===== src/rtl/aes_req_arbiter.sv =====
// Round-robin arbiter sharing one non-pipelined AES-128 core between two requesters.
// Each grant pulses the core enable once, waits for the core's valid (or a timeout), then returns a tagged response.
module aes_req_arbiter #(
  parameter int TIMEOUT_CYCLES = 64
) (
  input  logic         CLK,
  input  logic         RST,
  input  logic         req0_valid,
  output logic         req0_ready,
  input  logic [127:0] req0_data,
  input  logic [127:0] req0_key,
  input  logic         req1_valid,
  output logic         req1_ready,
  input  logic [127:0] req1_data,
  input  logic [127:0] req1_key,
  output logic         rsp_valid,
  input  logic         rsp_ready,
  output logic [127:0] rsp_data,
  output logic         rsp_id,
  output logic         rsp_err,
  output logic [127:0] core_data_in,
  output logic [127:0] core_key,
  output logic         core_enable,
  input  logic [127:0] core_data_out,
  input  logic         core_data_out_vld,
  output logic         busy
);

  localparam int CNT_W = $clog2(TIMEOUT_CYCLES + 1);
  localparam logic [CNT_W-1:0] TMO_LAST = CNT_W'(TIMEOUT_CYCLES - 1);

  typedef enum logic [1:0] {
    IDLE  = 2'd0,
    ISSUE = 2'd1,
    WAIT  = 2'd2,
    RESP  = 2'd3
  } state_t;

  state_t           state;
  state_t           next_state;
  logic             last_grant;
  logic [CNT_W-1:0] cnt;
  logic             sel;
  logic             hs;

  // Round-robin pick: a lone requester wins, a tie goes to the one not served last.
  always_comb begin
    sel = 1'b0;
    if (req0_valid && req1_valid) begin
      sel = ~last_grant;
    end else if (req1_valid) begin
      sel = 1'b1;
    end else begin
      sel = 1'b0;
    end
  end

  // Readies are gated by reset so every output reads 0 while reset is held.
  assign req0_ready = RST && (state == IDLE) && req0_valid && (sel == 1'b0);
  assign req1_ready = RST && (state == IDLE) && req1_valid && (sel == 1'b1);
  assign hs         = req0_ready || req1_ready;

  // Next-state decode; a core valid beats a timeout landing in the same cycle.
  always_comb begin
    next_state = state;
    case (state)
      IDLE: begin
        if (hs) next_state = ISSUE;
        else    next_state = IDLE;
      end
      ISSUE: next_state = WAIT;
      WAIT: begin
        if (core_data_out_vld || (cnt == TMO_LAST)) next_state = RESP;
        else                                        next_state = WAIT;
      end
      RESP: begin
        if (rsp_ready) next_state = IDLE;
        else           next_state = RESP;
      end
      default: next_state = IDLE;
    endcase
  end

  // State register plus registered datapath and outputs.
  always_ff @(posedge CLK or negedge RST) begin
    if (!RST) begin
      state        <= IDLE;
      last_grant   <= 1'b1;
      cnt          <= '0;
      core_data_in <= 128'd0;
      core_key     <= 128'd0;
      core_enable  <= 1'b0;
      rsp_valid    <= 1'b0;
      rsp_data     <= 128'd0;
      rsp_id       <= 1'b0;
      rsp_err      <= 1'b0;
      busy         <= 1'b0;
    end else begin
      state       <= next_state;
      core_enable <= (state == IDLE) && hs;
      rsp_valid   <= (next_state == RESP);
      busy        <= (next_state != IDLE);
      case (state)
        IDLE: begin
          if (hs) begin
            core_data_in <= sel ? req1_data : req0_data;
            core_key     <= sel ? req1_key  : req0_key;
            rsp_id       <= sel;
            last_grant   <= sel;
          end
        end
        ISSUE: cnt <= '0;
        WAIT: begin
          cnt <= cnt + CNT_W'(1);
          if (core_data_out_vld) begin
            rsp_data <= core_data_out;
            rsp_err  <= 1'b0;
          end else if (cnt == TMO_LAST) begin
            rsp_data <= 128'd0;
            rsp_err  <= 1'b1;
          end
        end
        RESP: ;
        default: ;
      endcase
    end
  end

endmodule


===== config.mk =====
export PLATFORM = sky130hd
export DESIGN_NAME = aes_req_arbiter
export DESIGN_NICKNAME = d
export VERILOG_FILES = /design/src/rtl/aes_req_arbiter.sv
export SDC_FILE = /design/constraint.sdc
export NUM_CORES = 1
export LEC_CHECK = 0
export CELL_PAD_IN_SITES_DETAIL_PLACEMENT = 0
export CELL_PAD_IN_SITES_GLOBAL_PLACEMENT = 1
export CORE_AREA = 2 2 398 400
export CTS_CLUSTER_DIAMETER = 100
export CTS_CLUSTER_SIZE = 24
export DETAILED_ROUTE_END_ITERATION = 6
export DIE_AREA = 0 0 400 402
export PLACE_DENSITY_LB_ADDON = 0.1
export REMOVE_ABC_BUFFERS = 1
export SYNTH_ARGS = -nofsm -noshare
export SYNTH_HDL_FRONTEND = slang
export SYNTH_SLANG_ARGS = --single-unit

===== constraint.sdc =====
create_clock -name CLK -period 2.8 [get_ports CLK]
set_clock_uncertainty 0.1 [all_clocks]
set_input_delay 0.56 -clock CLK [delete_from_list [all_inputs] [get_ports CLK]]
set_output_delay 0.56 -clock CLK [all_outputs]
set_load 0.05 [all_outputs]

==> flow_summary.json <==
{
  "fin_tns_setup_ns": 0,
  "hold_ws_ns": 0.3451,
  "cts_root_buf": "clkbuf_16",
  "swShare_pct": 50.17,
  "finalWorstSetupSlack_ns": 0.1593,
  "slew_viol_final": 0,
  "final_util_pct": 20.07,
  "slowest_stage": "clkdlybuf4s50_1",
  "placed_cell_area_mm2": 0.03006,
  "num_io_pins": 1037,
  "rows": 146,
  "h-tree-depth": 2,
  "slew_headroom_pct": 42.36,
  "pre_cts_slack_ns": 0.07805,
  "cap_violations": 0,
  "syn_to_final_growth_pct": 84.60,
  "rsz0062_at_grt": "false",
  "required_ns": 2.14,
  "drc": 0,
  "reg2reg_slack_ns": 0.73,
  "globalRoute.totalOverflow": 0,
  "synthMuxAreaShare_pct": 15.23,
  "p_per_area_mw_per_mm2": 1200,
  "period_share_pct": 94.31,
  "cts_buffers": 40,
  "cp.depth": 1,
  "regArea_mm2": 0.009986,
  "pwr-share-clk_pct": 16.3,
  "avgSynthCellArea_um2": 11.64,
  "yosys_warnings": 0,
  "drive_gt1_share_pct": 6.136,
  "final_cells": 4608,
  "cts.sinks": 399,
  "start_util_pct": 10.87,
  "endpoint_kind": "output pin",
  "vias_per_cell": 3.343,
  "crit_buf_inv": 1,
  "p_sw_mw": 18.98,
  "tightest_slew_ns": 0.8645,
  "ys_seq_elements": 399,
  "fin_area_mm2": 0.03153,
  "postRouteAntennaNets": 0,
  "crit_chain": "clkdlybuf4s50_1",
  "cp_max_fo": 2,
  "rr_startpoint": "cnt[1]",
  "r2r_cells": 6,
  "synth_cell_types": 31,
  "die_y_um": 402,
  "intPower_mw": 18.85,
  "gp_congestion": 0.7647,
  "place_inst": 4523,
  "grt_pass1_wl_um": 135100,
  "grt_pass1_vias": 16810,
  "dr.pass1.iters": 4,
  "dp_hpwl_um": 80340,
  "pwr-share-seq_pct": 26.4,
  "synth_compound_area_share_pct": 14.82,
  "combPwrFrac_pct": 57.2,
  "clk_latency_ns": 0.61,
  "peakVddDrop_v": 0.0005595,
  "synth_adder_area_share_pct": 0.3662,
  "antenna_found_initial": 50,
  "vias": 15400,
  "startpoint_type": "register",
  "hp-class": "input port to asynchronous set/reset pin",
  "wl_per_cell_um": 21.66,
  "ys_seq_area_share_pct": 58.46,
  "hold_viol_final": 0,
  "synth-simple-area-share_pct": 6.431,
  "layout.cells.most_common": "clkdlybuf4s50_1",
  "cts_buffer_depth": 3,
  "grt_max_degree": 131,
  "grt_usage_pct": 11.90,
  "power.total_mw": 37.83,
  "setup_violations": 0,
  "fillers": 17150,
  "arrival_ns": 1.98,
  "syn_area_mm2": 0.01708,
  "status": "finished, final reports clean",
  "fin_crit_ns": 2.641,
  "die-area_mm2": 0.1608,
  "reg2reg_to": "rsp_data[57]",
  "fmaxAchievable_ghz": 0.3787,
  "netlist_instances": 1468,
  "cp_slowest_stage_delay_ns": 0.90,
  "p_leak_nw": 13.01,
  "path_class": "register to output pin",
  "die_w_um": 400,
  "multi_input_area_mm2": 0.006326,
  "crit_family": "buffers and inverters",
  "clkTransAtPathRegs_ns": 0.08,
  "cts_tree": "built",
  "cts_setup_buffers": 0,
  "synth_top_family_by_area": "multiplexers",
  "io_buffers": 1036,
  "wirelength_um": 99800,
  "layout.nets": 3145,
  "drtIter0Drc": 501,
  "layout_common_cells": "1025 x clkdlybuf4s50_1, 398 x dfrtp_1, 260 x nand2_1, 260 x mux2i_1, 169 x o21ai_0",
  "synth_xor_area_share_pct": 0,
  "core_mm2": 0.1571,
  "cp-startpoint": "rsp_data[45]"
}
## power groups by stage
stage | registers [mW] | logic [mW] | clock network (mW)
after floorplan | 19.0 | 4.27 | 0
after global placement | 10.1 | 22.1 | 0
after detailed placement | 10.1 | 22.1 | 0
after CTS | 10.1 | 22.1 | 6.60
after global routing | 10.4 | 22.8 | 6.77
final | 9.99 | 21.7 | 6.19
## Yosys cell counts
library cell / n / share of area (%)
a22o_1: 129 / 6.6
ha_1: 5 / 0.37
a21boi_1: 1 / 0.044
a21oi_1: 2 / 0.059
buf_4: 6 / 0.26
and2_1: 2 / 0.073
dfrtp_1: 398 / 58
buf_2: 25 / 0.73
a21o_1: 1 / 0.044
dfstp_2: 1 / 0.15
or3_1: 2 / 0.073
and3_1: 2 / 0.073
inv_1: 6 / 0.13
buf_1: 3 / 0.066
o21ai_0: 169 / 5.0
o21ai_1: 93 / 2.7
clkinv_1: 1 / 0.022
mux2i_1: 260 / 15
nand3_2: 1 / 0.059
nor3_2: 1 / 0.059
nor2_1: 6 / 0.13
nand2_1: 260 / 5.7
buf_6: 39 / 2.6
o211ai_4: 1 / 0.12
or2_1: 1 / 0.037
nor2b_1: 1 / 0.037
o2bb2ai_1: 4 / 0.21
clkbuf_1: 41 / 0.90
o211a_1: 1 / 0.059
nand3_1: 5 / 0.15
nor3_1: 1 / 0.029
## how the worst max path moves through the flow
stage,to,slack (ns)
floorplan,req0_ready,-20.41
global placement,core_key[22],0.12
detailed placement,core_key[126],0.08
CTS,req0_ready,0.004
global route,req0_ready,0.03
finish,rsp_data[45],0.16
## logic make-up (layout without fill, tap and decap cells)
group,Yosys count,in the layout
AND/OR/NAND/NOR,282,282
multiplexers,260,260
adder cells (fa/ha/maj),5,5
buffers and inverters,121,1179
AO/OA/AOI/OAI,401,401
flip-flops,399,399
other,0,10
## metal layers
layer / wire, um / vias up / global-route usage, %
li1: - / 7253 / -
met1: 34350 / 7290 / 11.71
met2: 52100 / 661 / 22.09
met3: 11070 / 142 / 5.612
met4: 1920 / 58 / 3.082
met5: 356 / - / 0
## timing repair
action	4_1_cts	5_1_grt
endpoints found under the hold margin	29	0
hold buffers	1	0
resized for setup	1	2
setup endpoints to repair	1	1
pin swaps	0	0
## sequential cells by signal, summed over array words and instances, names as in the netlist
register,flops
busy,1
cnt,7
core_data_in,128
core_enable,1
core_key,128
last_grant,1
rsp_data,128
rsp_err,1
rsp_id,1
rsp_valid,1
state,2
## final cells by class
| class | count | share of cell area [%] |
|---|---|---|
| antenna | 10 | 0.07936 |
| clock buffer | 47 | 3.551 |
| clock inverter | 27 | 0.9840 |
| inverter | 7 | 0.08332 |
| multi-input combinational | 948 | 20.06 |
| sequential | 399 | 31.67 |
| tap | 2072 | 8.221 |
| timing repair buffer | 1098 | 35.35 |
No activity file was read; power rests on OpenSTA's default activity.
